**src/rtl/fconv.sv**
```systemverilog
// fconv: iterative MIX integer<->float converter (FLOT / FIX), one 6-bit byte per clock.
// Build option: define FCONV_ROUND_EN for round-to-nearest; otherwise results are truncated.
module fconv (
  input  logic        clk,
  input  logic        reset_n,
  input  logic        start,
  input  logic        op,
  input  logic [30:0] in,
  output logic [30:0] out,
  output logic        done,
  output logic        busy,
  output logic        overflow
);

`ifdef FCONV_ROUND_EN
  localparam bit RoundEn = 1'b1;
`else
  localparam bit RoundEn = 1'b0;
`endif

  localparam logic [5:0]  FlotExp = 6'd37;
  localparam logic [23:0] FracOne = 24'o01000000;

  typedef enum logic [1:0] {IDLE, SHIFT, ROUND, DONE} state_t;
  typedef enum logic {OP_FLOT = 1'b0, OP_FIX = 1'b1} op_t;

  state_t      state, state_nxt;
  op_t         op_r;
  logic        sign_r;
  logic [29:0] acc_r;     // FLOT: magnitude M; FIX: integer I
  logic [23:0] frac_r;    // FIX: remaining fraction F
  logic [5:0]  exp_r;     // FLOT: running exponent; FIX: input exponent
  logic [4:0]  cnt_r;
  logic        sticky_r;

  // Byte-shift count decided at load time from the operand.
  logic [4:0] k_flot, k_fix, k_load;

  // NOTE: every variable in an always_comb gets a default first, so no path can infer a latch.
  always_comb begin
    k_flot = 5'd0;
    if (in[29:24] == 6'd0 && in[23:0] != 24'd0) begin
      if (in[23:18] != 6'd0)      k_flot = 5'd1;
      else if (in[17:12] != 6'd0) k_flot = 5'd2;
      else if (in[11:6] != 6'd0)  k_flot = 5'd3;
      else                        k_flot = 5'd4;
    end
    // e > 32 gives e - 32, which is just e[4:0] when e[5] is set.
    k_fix  = in[29] ? in[28:24] : 5'd0;
    k_load = op ? k_fix : k_flot;
  end

  // State register.
  // NOTE: sequential state uses non-blocking assignments so all flops update together.
  always_ff @(posedge clk or negedge reset_n) begin
    if (!reset_n) state <= IDLE;
    else          state <= state_nxt;
  end

  // Next-state logic.
  always_comb begin
    state_nxt = state;
    case (state)
      IDLE:    if (start) state_nxt = (k_load == 5'd0) ? ROUND : SHIFT;
      SHIFT:   if (cnt_r == 5'd1) state_nxt = ROUND;
      ROUND:   state_nxt = DONE;
      DONE:    state_nxt = IDLE;
      default: state_nxt = IDLE;
    endcase
  end

  // Output decode.
  always_comb begin
    busy = (state != IDLE);
    done = (state == DONE);
  end

  // Rounding and result assembly, consumed on the ROUND edge.
  logic [5:0]  rnd_byte;
  logic        rnd_inc;
  logic [24:0] flot_sum;
  logic [30:0] fix_sum;
  logic [30:0] flot_res, fix_res, round_res;
  logic        round_ovf;

  always_comb begin
    rnd_byte = (op_r == OP_FLOT) ? acc_r[5:0] : (exp_r[5] ? frac_r[23:18] : 6'd0);
    rnd_inc  = RoundEn && (rnd_byte >= 6'd32);
    flot_sum = {1'b0, acc_r[29:6]} + {24'd0, rnd_inc};
    fix_sum  = {1'b0, acc_r} + {30'd0, rnd_inc};

    if (acc_r == 30'd0)   flot_res = {sign_r, 30'd0};
    else if (flot_sum[24]) flot_res = {sign_r, exp_r + 6'd1, FracOne};
    else                   flot_res = {sign_r, exp_r, flot_sum[23:0]};

    // An overflowed FIX result deliberately keeps the truncated low 30 bits.
    fix_res   = {sign_r, fix_sum[29:0]};
    round_res = (op_r == OP_FIX) ? fix_res : flot_res;
    round_ovf = (op_r == OP_FIX) && (sticky_r || fix_sum[30]);
  end

  // Datapath.
  // NOTE: all datapath registers are plain flops, so every one is cleared on reset.
  always_ff @(posedge clk or negedge reset_n) begin
    if (!reset_n) begin
      op_r     <= OP_FLOT;
      sign_r   <= 1'b0;
      acc_r    <= 30'd0;
      frac_r   <= 24'd0;
      exp_r    <= 6'd0;
      cnt_r    <= 5'd0;
      sticky_r <= 1'b0;
      out      <= 31'd0;
      overflow <= 1'b0;
    end else begin
      case (state)
        IDLE: begin
          if (start) begin
            op_r     <= op_t'(op);
            sign_r   <= in[30];
            cnt_r    <= k_load;
            sticky_r <= 1'b0;
            if (op) begin
              acc_r  <= 30'd0;
              frac_r <= in[23:0];
              exp_r  <= in[29:24];
            end else begin
              acc_r  <= in[29:0];
              frac_r <= 24'd0;
              exp_r  <= FlotExp;
            end
          end
        end
        SHIFT: begin
          cnt_r <= cnt_r - 5'd1;
          if (op_r == OP_FIX) begin
            // A nonzero top byte about to fall off means the integer no longer fits.
            if (acc_r[29:24] != 6'd0) sticky_r <= 1'b1;
            acc_r  <= {acc_r[23:0], frac_r[23:18]};
            frac_r <= {frac_r[17:0], 6'd0};
          end else begin
            acc_r <= {acc_r[23:0], 6'd0};
            exp_r <= exp_r - 6'd1;
          end
        end
        ROUND: begin
          out      <= round_res;
          overflow <= round_ovf;
        end
        default: ;
      endcase
    end
  end

endmodule

```
**config.mk**
```make
export PLATFORM = sky130hd
export DESIGN_NAME = fconv
export DESIGN_NICKNAME = d
export VERILOG_FILES = /design/src/rtl/fconv.sv
export SDC_FILE = /design/constraint.sdc
export NUM_CORES = 1
export LEC_CHECK = 0
export ABC_AREA = 0
export CORE_MARGIN = 1
export CORE_UTILIZATION = 35
export DETAILED_ROUTE_END_ITERATION = 12
export SLEW_MARGIN = 5
export SYNTH_ARGS = -nofsm -noshare
export SYNTH_HDL_FRONTEND = slang
export SYNTH_SLANG_ARGS = --single-unit
```
**constraint.sdc**
```tcl
create_clock -name clk -period 4.05 [get_ports clk]
set_clock_uncertainty 0.05 [all_clocks]
set_input_delay 0.405 -clock clk [delete_from_list [all_inputs] [get_ports clk]]
set_output_delay 0.405 -clock clk [all_outputs]
set_load 0.005 [all_outputs]
```
# ---- After elaboration in Yosys (flattened, before gate mapping)
# Index checks and enable logic that the tools add are counted.
dict set report word_totals {
  ff_bits 102
  latch_bits 0
  ramBits 0
  rom_bits 0
  inputBits 35
  out_inout_bits 34
  word_cells 70
  n_memories 0
}
dict set report op_classes {
  add_sub_neg 2
  mul 0
  div 0
  magnitude_cmp 0
  eq_ne 9
  shift 0
  n_mux 30
  bitwise_logic 0
  reduce_logical 19
}
# op n
set op_table {}
lappend op_table {{two-way mux 30 bit} 4}
lappend op_table {{two-way mux 24 bit} 3}
lappend op_table {{case mux 30 bit (2 select lines)} 1}
lappend op_table {{case mux 24 bit (2 select lines)} 1}
lappend op_table {{zero test 30 bit} 1}
lappend op_table {{two-way mux 5 bit} 5}
lappend op_table {{two-way mux 6 bit} 4}
lappend op_table {{nonzero test 24 bit} 1}
lappend op_table {{nonzero test 6 bit} 4}
lappend op_table {{case mux 6 bit (2 select lines)} 1}
lappend op_table {{!= test 2 bit (second input constant)} 5}
lappend op_table {{case mux 5 bit (2 select lines)} 1}
lappend op_table {{case mux 2 bit (4 select lines)} 1}
lappend op_table {{zero test 6 bit} 1}
lappend op_table {{two-way mux 2 bit} 3}
lappend op_table {{two-way mux 3 bit} 2}
lappend op_table {{AND reduction 2 bit} 3}
lappend op_table {{AND reduction 3 bit} 2}
lappend op_table {{subtractor 6 x 1 -> 6 bit (second input constant)} 1}
lappend op_table {{== test 5 x 1 -> 1 bit (second input constant)} 1}
lappend op_table {{zero test 5 bit} 1}
lappend op_table {{subtractor 5 x 1 -> 5 bit (second input constant)} 1}
lappend op_table {{== test 2 bit (second input constant)} 2}
lappend op_table {{AND reduction 4 bit} 1}
lappend op_table {{6 further kinds} 10}

# ---- Depth between registers and ports, before layout
dict set report logic_depth {
  ltp_word 10
  mapped_depth 9
  mapped_depth_nobuf 7
}

# ---- Worst setup path after synthesis
# No wires, ideal clock.
dict set report synth_timing {
  path_kind {register -> register}
  from {register state[1]}
  to {register frac_r[0]}
  setup_time_ps 121
  arrival_time_ps 1810
  required_time_ps 3879
  path_slack_ps 2069
  path_stages_with_launch 8
  n_path_buf 1
  synth_period_minus_slack_ps 1981
  path_cell_list {dfrtp_1 > inv_1 > ha_1 > buf_2 > clkinv_1 > o21ai_0 > o21ai_1 > a22o_1}
}
dict set report synth_between {
  elab_chain_len 3
  word_cells_on_any_way 7
  cone_classes {eq/ne: 3; mux: 1; reduce/logical: 3}
}
# item line_no
set synth_rtl {}
lappend synth_rtl {{from (decl)} 27} ;# state_t state, state_nxt;
lappend synth_rtl {{from (signal assigned)} 57} ;# else state <= state_nxt;
lappend synth_rtl {{== test 2 x 1 -> 1 bit or zero test 2 bit (tied branches)} 116} ;# case (state)
lappend synth_rtl {{!= test 2 bit (no source line) or nonzero test 2 bit (tied branches)} --}
lappend synth_rtl {{AND reduction 3 bit (no source line)} --}
lappend synth_rtl {{to (signal assigned)} 125} ;# frac_r <= in[23:0];
lappend synth_rtl {{to (signal assigned)} 140} ;# frac_r <= {frac_r[17:0], 6'd0};
lappend synth_rtl {{to (decl)} 31} ;# logic [23:0] frac_r;
# Parallel ways exist; a longest one is shown, timed or not.
# A chain may end at the register's enable or synchronous reset.

# ---- Worst setup path in the final report
dict set report layout_timing {
  from {register state[1]}
  to {register frac_r[5]}
}
# Same word-level chain as after synthesis.

==> results_dict.tcl <==
set metrics [dict create \
    io_pins 69 \
    drive_gt1_share_pct 5.99 \
    hpwl_um 9510 \
    grtUsageTotal_pct 19.4 \
    vdd_drop_max_mv 0.306 \
    cts_sinks 102 \
    r2r_setup_slack_ns 1.36 \
    maxSlewHeadroom_pct 29.6 \
    regArea_um2 2550 \
    ys_top_cells_by_count "dfrtp_1 (102), a21oi_1 (74), nand2_1 (67)" \
    timing.final.crit_share_pct 66.4 \
    maxSlewViolCount 0 \
    dr.pass1.iters 5 \
    seq_area_frac_synth_pct 50.8 \
    final.setup.tns_ns 0 \
    synth_nets 590 \
    slowest_delay_ns 0.68 \
    dr.first_iter.drc_count 348 \
    dieArea_um2 14800 \
    numCtsBuffers 9 \
    ctsResizeCount 0 \
    cp.required_ns 4.25 \
    cts_buffer_depth 2 \
    synthCells 548 \
    critPathSlowestCell "o21ai_0" \
    grt_overflow_total 0 \
    routed_wl_um 13600 \
    r2r_cells 6 \
    grt_pass1_wl_um 21900 \
    netlist_top_cells_area "dfrtp_1 (51%), a21oi_1 (7.4%), nand2_1 (5.0%)" \
    cp-start-kind "flip-flop" \
    wl_met1_um 6440 \
    ctsHoldBuffers 0 \
    hold_class "in -> async" \
    multiInputGateArea_um2 2290 \
    coreArea_um2 13900 \
    ys_ff_latch 102 \
    status "finished clean" \
    route.met2.wl_um 6220 \
    start_util_pct 36.1 \
    crit_fanout 28 \
    port-buffer-count 68 \
    cts_tree "done" \
    cap_violations 0 \
    cts_max_level 3 \
    synth-edff-count 0 \
    synth-warning-count 0 \
    place_congestion 0.838 \
    cp-end-kind "flip-flop" \
    p_leak_nw 2.62 \
    rows 43 \
    dieWidth_um 122 \
    grt_pass1_vias 4063 \
    synth_most_common_cell "dfrtp_1" \
    netlist_area_um2 5020 \
    worst_slew_pin_slew_ns 1.06 \
    die_y_um 122 \
    dr.max_layer_used "met4" \
    wire_per_inst_um 17.4 \
    rsz0062_at_grt "no" \
    yosysTopAreaCell "dfrtp_1" \
    async_flop_share_pct 100 \
    finalSetupViolCount 0 \
    max_freq_mhz 372 \
    p_total_w 0.00513 \
    final_antenna_net_count 0 \
    nets 639 \
    synth_flop_cell "dfrtp_1" \
    clk_latency_ns 0.36 \
    wl_met3_um 632 \
    antenna_found_initial 0 \
    hold_viol 0 \
    viasPerCell 5.36 \
    yosysTopAreaCellShare_pct 50.8 \
    cp.arrival_ns 2.89 \
    pwr_density_cell_nw_per_um2 832 \
    grt_max_degree 83 \
    cts_setup_buffers 0 \
    avgSynthCellArea_um2 9.17 \
    min_period_ns 2.69 \
    ctsRootBufferMaster "clkbuf_16" \
    clk_pin_slew_ns 0.07 \
    area_growth_pct 22.7 \
    antennaDiodeCount 0 \
    vias 4183 \
    drc 0 \
    worstPathCellList "inv_1 > ha_2 > clkinv_1 > o21ai_0 > o21ai_1 > a22o_1" \
    final.fill_count 1340 \
    crit_type "reg -> reg" \
    ys_types 50 \
]
-- power by group --
group          leakage [nW]  switching [W]  total, W  internal (W)
registers              1.25       0.000372   0.00188       0.00151
logic                  1.21        0.00130   0.00231       0.00101
clock network         0.153       0.000399  0.000942      0.000544
total                  2.62        0.00207   0.00513       0.00306
-- state kept, by name, indices dropped and copies added, names as in the netlist --
register / flops
out: 31
acc_r: 30
frac_r: 24
exp_r: 6
cnt_r: 5
state: 2
op_r: 1
overflow: 1
sign_r: 1
sticky_r: 1
-- cells in the final DEF (no fill, tap or decap), types with 9 or more instances in the layout --
cell type | netlist | final
a21oi_1 | 74 | 74
a22oi_1 | 32 | 32
and3_1 | 16 | 16
clkbuf_16 | 0 | 9
clkdlybuf4s50_1 | 0 | 67
dfrtp_1 | 102 | 102
inv_1 | 11 | 11
mux2i_1 | 25 | 25
nand2_1 | 67 | 67
nand3_1 | 9 | 9
nor2_1 | 56 | 56
nor4_1 | 10 | 10
o21ai_0 | 46 | 46
-- area by class of cell --
type | instances | area share (%)
timing repair buffer | 75 | 11.9
sequential | 102 | 41.4
clock buffer | 9 | 3.65
multi-input combinational | 397 | 37.2
clock inverter | 6 | 1.52
tap | 180 | 3.65
inverter | 12 | 0.731
-- metrics by stage --
stage / worst slack, ns / std cells / hold WS, ns / utilization, % / area, um^2
2_1_floorplan: 2.07 / 548 / 0.0594 / - / 5020
3_3_place_gp: 1.27 / 766 / 0.433 / 42.0 / 5850
3_5_place_dp: 1.28 / 766 / 0.443 / 42.0 / 5850
4_1_cts: 1.40 / 781 / 0.229 / 44.2 / 6170
5_1_grt: 1.11 / 781 / 0.279 / 44.2 / 6170
6_report: 1.36 / 781 / 0.167 / 44.2 / 6170
-- worst paths after layout --
check	from	end
max in group asynchronous	reset_n	acc_r[27]
worst max-delay path	state[1]	frac_r[5]
min in group clk	out[24]	out[24]
worst max register to register	state[1]	frac_r[5]
worst min-delay path	reset_n	state[1]
worst min register to register	out[24]	out[24]
-- worst max-delay path: cells and delay by family (launching register included) --
| kind | cells | cell delay, ns |
|---|---|---|
| buf+inv | 2 | 0.63 |
| fa+ha+maj | 1 | 0.18 |
| flops | 1 | 0.41 |
| compound gates | 3 | 1.29 |
-- cell families after synthesis --
family,Yosys count,synth area share [%]
AND/OR/NAND/NOR,181,16.3
buffers and inverters,49,3.88
flip-flops,102,50.8
multiplexers,28,5.65
AO/OA/AOI/OAI,181,21.6
adder cells (fa/ha/maj),7,1.74
-- metal layers --
metal | vias to the layer above | track usage [%]
met1 | 2004 | 27.1
met3 | 17 | 3.18
met5 | - | 0
met2 | 105 | 29.3
li1 | 2057 | -
met4 | 0 | 9.10
Power figures use the tool's default switching activity.
==> RTL change 1 (same flow settings) <==
Make the reset (`reset_n`) synchronous in 2 clocked blocks.
--- a/src/rtl/fconv.sv
+++ b/src/rtl/fconv.sv
@@ -54,3 +54,3 @@
   // NOTE: sequential state uses non-blocking assignments so all flops update together.
-  always_ff @(posedge clk or negedge reset_n) begin
+  always_ff @(posedge clk) begin
     if (!reset_n) state <= IDLE;
@@ -103,3 +103,3 @@
   // NOTE: all datapath registers are plain flops, so every one is cleared on reset.
-  always_ff @(posedge clk or negedge reset_n) begin
+  always_ff @(posedge clk) begin
     if (!reset_n) begin
Function: differs if reset_n is asserted again (counterexample within 4 cycles, from zero or initial values and one cycle with reset_n low); with reset_n held inactive, the same outputs for 10 cycles.
==> RTL change 1 against the unedited design <==
Final area decreased by 3.5%; wire length increased by 2.8%; sequential cell count unchanged; total power decreased by 3.5%; setup slack got worse by 0.030 ns; non-clock buffer count decreased by 1; area after synthesis decreased by 2.4%; critical path type unchanged; die area decreased by 2.4%; combinational power decreased by 2%; core utilization about the same.
==> RTL change 1: results (changes against the unedited design) <==
----------------------------------------------------
[Status]
  Run status ... completed (unchanged)

[Finish]
  Count of non-filler cells in the finished layout ... 780 (was 781)
  Fill count ... 1358 (was 1340)

[Synthesis]
  Top FF cell, synth ... sky130_fd_sc_hd__dfxtp_1 (was sky130_fd_sc_hd__dfrtp_1)
  Async set or reset register ratio after synthesis ... 0% (was 100.0%)
  Area share of the largest cell type after synthesis ... 41.63% (was 50.80%)
  Top cells by area in the synthesized netlist ... sky130_fd_sc_hd__dfxtp_1 (42%), sky130_fd_sc_hd__a221oi_1 (7.9%), sky130_fd_sc_hd__nor2_1 (7.4%) (was sky130_fd_sc_hd__dfrtp_1 (51%), sky130_fd_sc_hd__a21oi_1 (7.4%), sky130_fd_sc_hd__nand2_1 (5.0%))
  Syn Inst Count ... 561 (was 548)
  Top cells by count, synth ... sky130_fd_sc_hd__dfxtp_1 (102), sky130_fd_sc_hd__nor2_1 (97), sky130_fd_sc_hd__nor3_1 (46), sky130_fd_sc_hd__a221oi_1 (44), sky130_fd_sc_hd__a211oi_1 (35) (was sky130_fd_sc_hd__dfrtp_1 (102), sky130_fd_sc_hd__a21oi_1 (74), sky130_fd_sc_hd__nand2_1 (67), sky130_fd_sc_hd__nor2_1 (56), sky130_fd_sc_hd__o21ai_0 (46))
  Fraction of the yosys area taken by sequential cells ... 41.63% (was 50.80%)
  Post-synthesis net count ... 604 (was 590)

[Power and ir drop]
  Post-layout power ... 4.948 mW (was 5.128 mW)
  Leak ... 1.977 nW (was 2.615 nW)
  Worst vdd ir ... 0.2847 mV (was 0.3056 mV)

[Detailed routing]
  Vias per cell ... 5.737 (was 5.356)
  First DRT Iteration DRCs ... 314 (was 348)
  Aggregate routed wire length ... 13930 um (was 13550 um)
  Total iterations of the first detailed-routing run ... 4 (was 5)

[Placed design]
  Sum of net half-perimeters after detailed placement ... 9614 um (was 9514 um)
  Gpl congestion ... 0.8449 (was 0.8383)
  Number of cells in the design after placement ... 764 (was 766)

[Global route]
  Overall routing resource usage ... 20.01% (was 19.42%)
  Wire length of the first global-routing pass ... 22870 um (was 21900 um)

[Critical path]
  Critical path arrival ... 2.90 ns (was 2.89 ns)
  Max Fanout on Critical Path ... 44 (was 28)

----------------------------------------------------
## RTL change 1: changes by cell type in the layout (fill, tap and decap cells not counted), moves of 24 or more
cell / change
sky130_fd_sc_hd__a221oi_1: +44
sky130_fd_sc_hd__a22oi_1: -25
sky130_fd_sc_hd__nand2_1: -49
sky130_fd_sc_hd__nor2_1: +41
sky130_fd_sc_hd__dfxtp_1: +101
sky130_fd_sc_hd__a21oi_1: -64
sky130_fd_sc_hd__dfrtp_1: -102
sky130_fd_sc_hd__a211oi_1: +34
sky130_fd_sc_hd__nor3_1: +41
sky130_fd_sc_hd__o21ai_0: -24
## RTL change 1: cell type report
class	count	share of cell area (%)
sequential	102	34.34
multi-input combinational	401	43.48
timing repair buffer	74	12.20
inverter	11	0.6939
clock inverter	6	1.577
clock buffer	10	4.016
tap	176	3.701
## RTL change 1: critical path: stages (launching register included)
cell and delay (ns):
sky130_fd_sc_hd__dfxtp_1 0.34, sky130_fd_sc_hd__inv_1 0.11, sky130_fd_sc_hd__ha_2 0.65, sky130_fd_sc_hd__mux2_4 0.61, sky130_fd_sc_hd__nand2_2 0.41, sky130_fd_sc_hd__a221oi_1 0.34, sky130_fd_sc_hd__nor3_1 0.07
## RTL change 1: path summary, 6_finish.rpt
path	start	end	slack, ns	cells past startpoint
max reg2reg	state[1]	frac_r[12]	1.33	6
min reg2reg	overflow	overflow	0.42	2
max	state[1]	frac_r[12]	1.33	6
min	overflow	overflow	0.42	2
## RTL change 1: routing by layer
layer	GRT usage, %	part of all wire (%)	vias up
met3	3.113	5.5	22
met5	0	0	-
li1	-	-	2198
met4	6.867	1.8	0
met1	28.65	48	2122
met2	30.42	45	133
## RTL change 1: report_power, final
| part | internal, mW | total (mW) | switching [mW] |
|---|---|---|---|
| registers | 1.38 | 1.72 | 0.334 |
| clock network | 0.563 | 0.972 | 0.409 |
| logic | 0.990 | 2.26 | 1.27 |
## RTL change 1: through the flow
step | area (um2) | setup WS [ns] | utilization, %
2_1_floorplan | 4905 | 2.330 | -
3_3_place_gp | 5618 | 1.416 | 41.76
3_5_place_dp | 5618 | 1.348 | 41.76
4_1_cts | 5951 | 1.335 | 44.23
5_1_grt | 5951 | 1.092 | 44.23
6_report | 5951 | 1.332 | 44.23
## RTL change 1: logic make-up (layout without fill, tap and decap cells)
logic type               count (synthesis)  in the layout  share of synthesized area, %
buffers and inverters                   58            101                         5.714
adder cells (fa/ha/maj)                  8              8                         2.041
AND/OR/NAND/NOR                        208            208                         20.18
AO/OA/AOI/OAI                          157            157                         24.34
flip-flops                             102            102                         41.63
multiplexers                            28             28                         6.097
==> RTL change 2 (same settings) <==
Without the edit above. The option `FCONV_ROUND_EN` is turned on by a define.
--- a/src/rtl/fconv.sv
+++ b/src/rtl/fconv.sv
@@ -2,2 +2,4 @@
 // Build option: define FCONV_ROUND_EN for round-to-nearest; otherwise results are truncated.
+`define FCONV_ROUND_EN
+
 module fconv (
Function: changed (a bounded check fails within 4 cycles, from zero or initial values and one cycle with reset_n low).
==> RTL change 2 against the unedited design <==
The flow now finishes with violations (DRC); total power grew 17%; sequential cell count is the same; synthesized cell count grew 37%; final area grew 20%; critical path depth grew 2; non-clock buffer count grew 3; first-iteration DRC count grew 73%; sequential share of layout area shrank 6.8 points; wire length grew 38%; setup slack lost 0.41 ns; final cell count grew 28%; area after synthesis grew 27%; largest cell class is now multi-input gates; largest power group unchanged.
==> RTL change 2: results (changes against the unedited design) <==
----------------------------------------------------
[Status]
  Run status ... finished with violations (was completed)
  Violated checks ... DRC

[Critical path]
  Max Fanout on Critical Path ... 10 (was 28)
  Critical path arrival ... 3.35 ns (was 2.89 ns)
  CP top delay family ... simple AND/OR/NAND/NOR gates (was compound AO/OA/AOI/OAI gates)
  Maximum cell stage delay along the critical path ... 0.80 ns (was 0.68 ns)
  Worst-path cell with the longest stage delay ... sky130_fd_sc_hd__or4_1 (was sky130_fd_sc_hd__o21ai_0)

[Placed design]
  Sum of net half-perimeters after detailed placement ... 13210 um (was 9514 um)
  Number of cells in the design after placement ... 981 (was 766)
  Worst slack at placement ... 1.003 ns (was 1.281 ns)
  Gpl congestion ... 0.8373 (was 0.8383)
  Placed inst area ... 7094 um2 (was 5847 um2)

[Detailed routing]
  Vias post-DR ... 5718 (was 4183)
  Total iterations of the first detailed-routing run ... 9 (was 5)
  Detailed-route wire length on metal 1 ... 8868 um (was 6443 um)
  Aggregate routed wire length ... 18730 um (was 13550 um)
  DRC ... 2 (was 0)
  Per-cell routed wire length ... 18.80 um (was 17.35 um)
  First DRT Iteration DRCs ... 602 (was 348)

[Synthesis]
  Post-synthesis net count ... 798 (was 590)
  Top cells by area in the synthesized netlist ... sky130_fd_sc_hd__dfrtp_1 (40%), sky130_fd_sc_hd__nor2_1 (7.0%), sky130_fd_sc_hd__a221oi_1 (4.7%) (was sky130_fd_sc_hd__dfrtp_1 (51%), sky130_fd_sc_hd__a21oi_1 (7.4%), sky130_fd_sc_hd__nand2_1 (5.0%))
  Fraction of the yosys area taken by sequential cells ... 39.98% (was 50.80%)
  Top cells by count, synth ... sky130_fd_sc_hd__nor2_1 (119), sky130_fd_sc_hd__dfrtp_1 (102), sky130_fd_sc_hd__nand2_1 (51), sky130_fd_sc_hd__clkbuf_1 (47), sky130_fd_sc_hd__a21oi_1 (45) (was sky130_fd_sc_hd__dfrtp_1 (102), sky130_fd_sc_hd__a21oi_1 (74), sky130_fd_sc_hd__nand2_1 (67), sky130_fd_sc_hd__nor2_1 (56), sky130_fd_sc_hd__o21ai_0 (46))
  Syn Inst Count ... 750 (was 548)

[Global route]
  Overall routing resource usage ... 21.04% (was 19.42%)
  Pin count of the biggest net entering global routing ... 56 (was 83)
  Wire length of the first global-routing pass ... 30520 um (was 21900 um)
  GR Layer Usage met2 ... 33.47% (was 29.27%)
  Number of global-route vias before repair ... 5548 (was 4063)
  M3 GR Usage ... 3.519% (was 3.184%)

[STA]
  Transition time at the pin with the least slew margin ... 1.098 ns (was 1.057 ns)

[Power and ir drop]
  Leak ... 2.836 nW (was 2.615 nW)
  Worst vdd ir ... 0.3035 mV (was 0.3056 mV)

[Finish]
  Fill count ... 1831 (was 1340)
  Fin nets ... 811 (was 639)

----------------------------------------------------
## RTL change 2: cell count changes after synthesis, sizes merged, moves of 18 or more
| cell | delta |
|---|---|
| a21oi | -30 |
| a22oi | -32 |
| xor2 | +21 |
| mux2i | -20 |
| nor2 | +63 |
| clkbuf | +22 |
| a221oi | +34 |
| nor4 | +18 |
## RTL change 2: power by group
part,internal (mW),switching [mW],total (mW),leakage [nW]
sequential,1.53,0.714,2.24,1.22
combinational,1.30,1.62,2.92,1.48
clock,0.425,0.435,0.860,0.134
total,3.25,2.77,6.02,2.84
## RTL change 2: cell type report
type / count / area (um2) / share of cell area, %
Clock buffer: 9 / 225.2 / 3.054
Clock inverter: 6 / 53.80 / 0.7297
Inverter: 18 / 67.56 / 0.9163
Multi-Input combinational cell: 554 / 3435 / 46.58
Sequential cell: 102 / 2552 / 34.62
Tap cell: 229 / 286.5 / 3.886
Timing Repair Buffer: 78 / 753.2 / 10.22
## RTL change 2: worst paths after layout
check / from / endpoint / slack [ns] / cells past startpoint
max reg2reg: acc_r[5] / out[29] / 0.95 / 8
max in group asynchronous: reset_n / frac_r[6] / 3.04 / 2
min reg2reg: frac_r[12] / frac_r[12] / 0.44 / 2
min in group clk: frac_r[12] / frac_r[12] / 0.44 / 2
min: reset_n / overflow / 0.04 / 1
max: acc_r[5] / out[29] / 0.95 / 8
## RTL change 2: cells by family (layout without fill, tap and decap cells)
group / count (synthesis) / count (layout) / share of synthesized area [%]
and+or+nand+nor: 301 / 301 / 23.26
AOI/OAI and AO/OA: 190 / 190 / 20.38
DFF: 102 / 102 / 39.98
buffers and inverters: 94 / 111 / 6.565
xor gates and xnor gates: 37 / 37 / 5.075
adders and majority gates: 13 / 13 / 2.548
muxes: 13 / 13 / 2.195
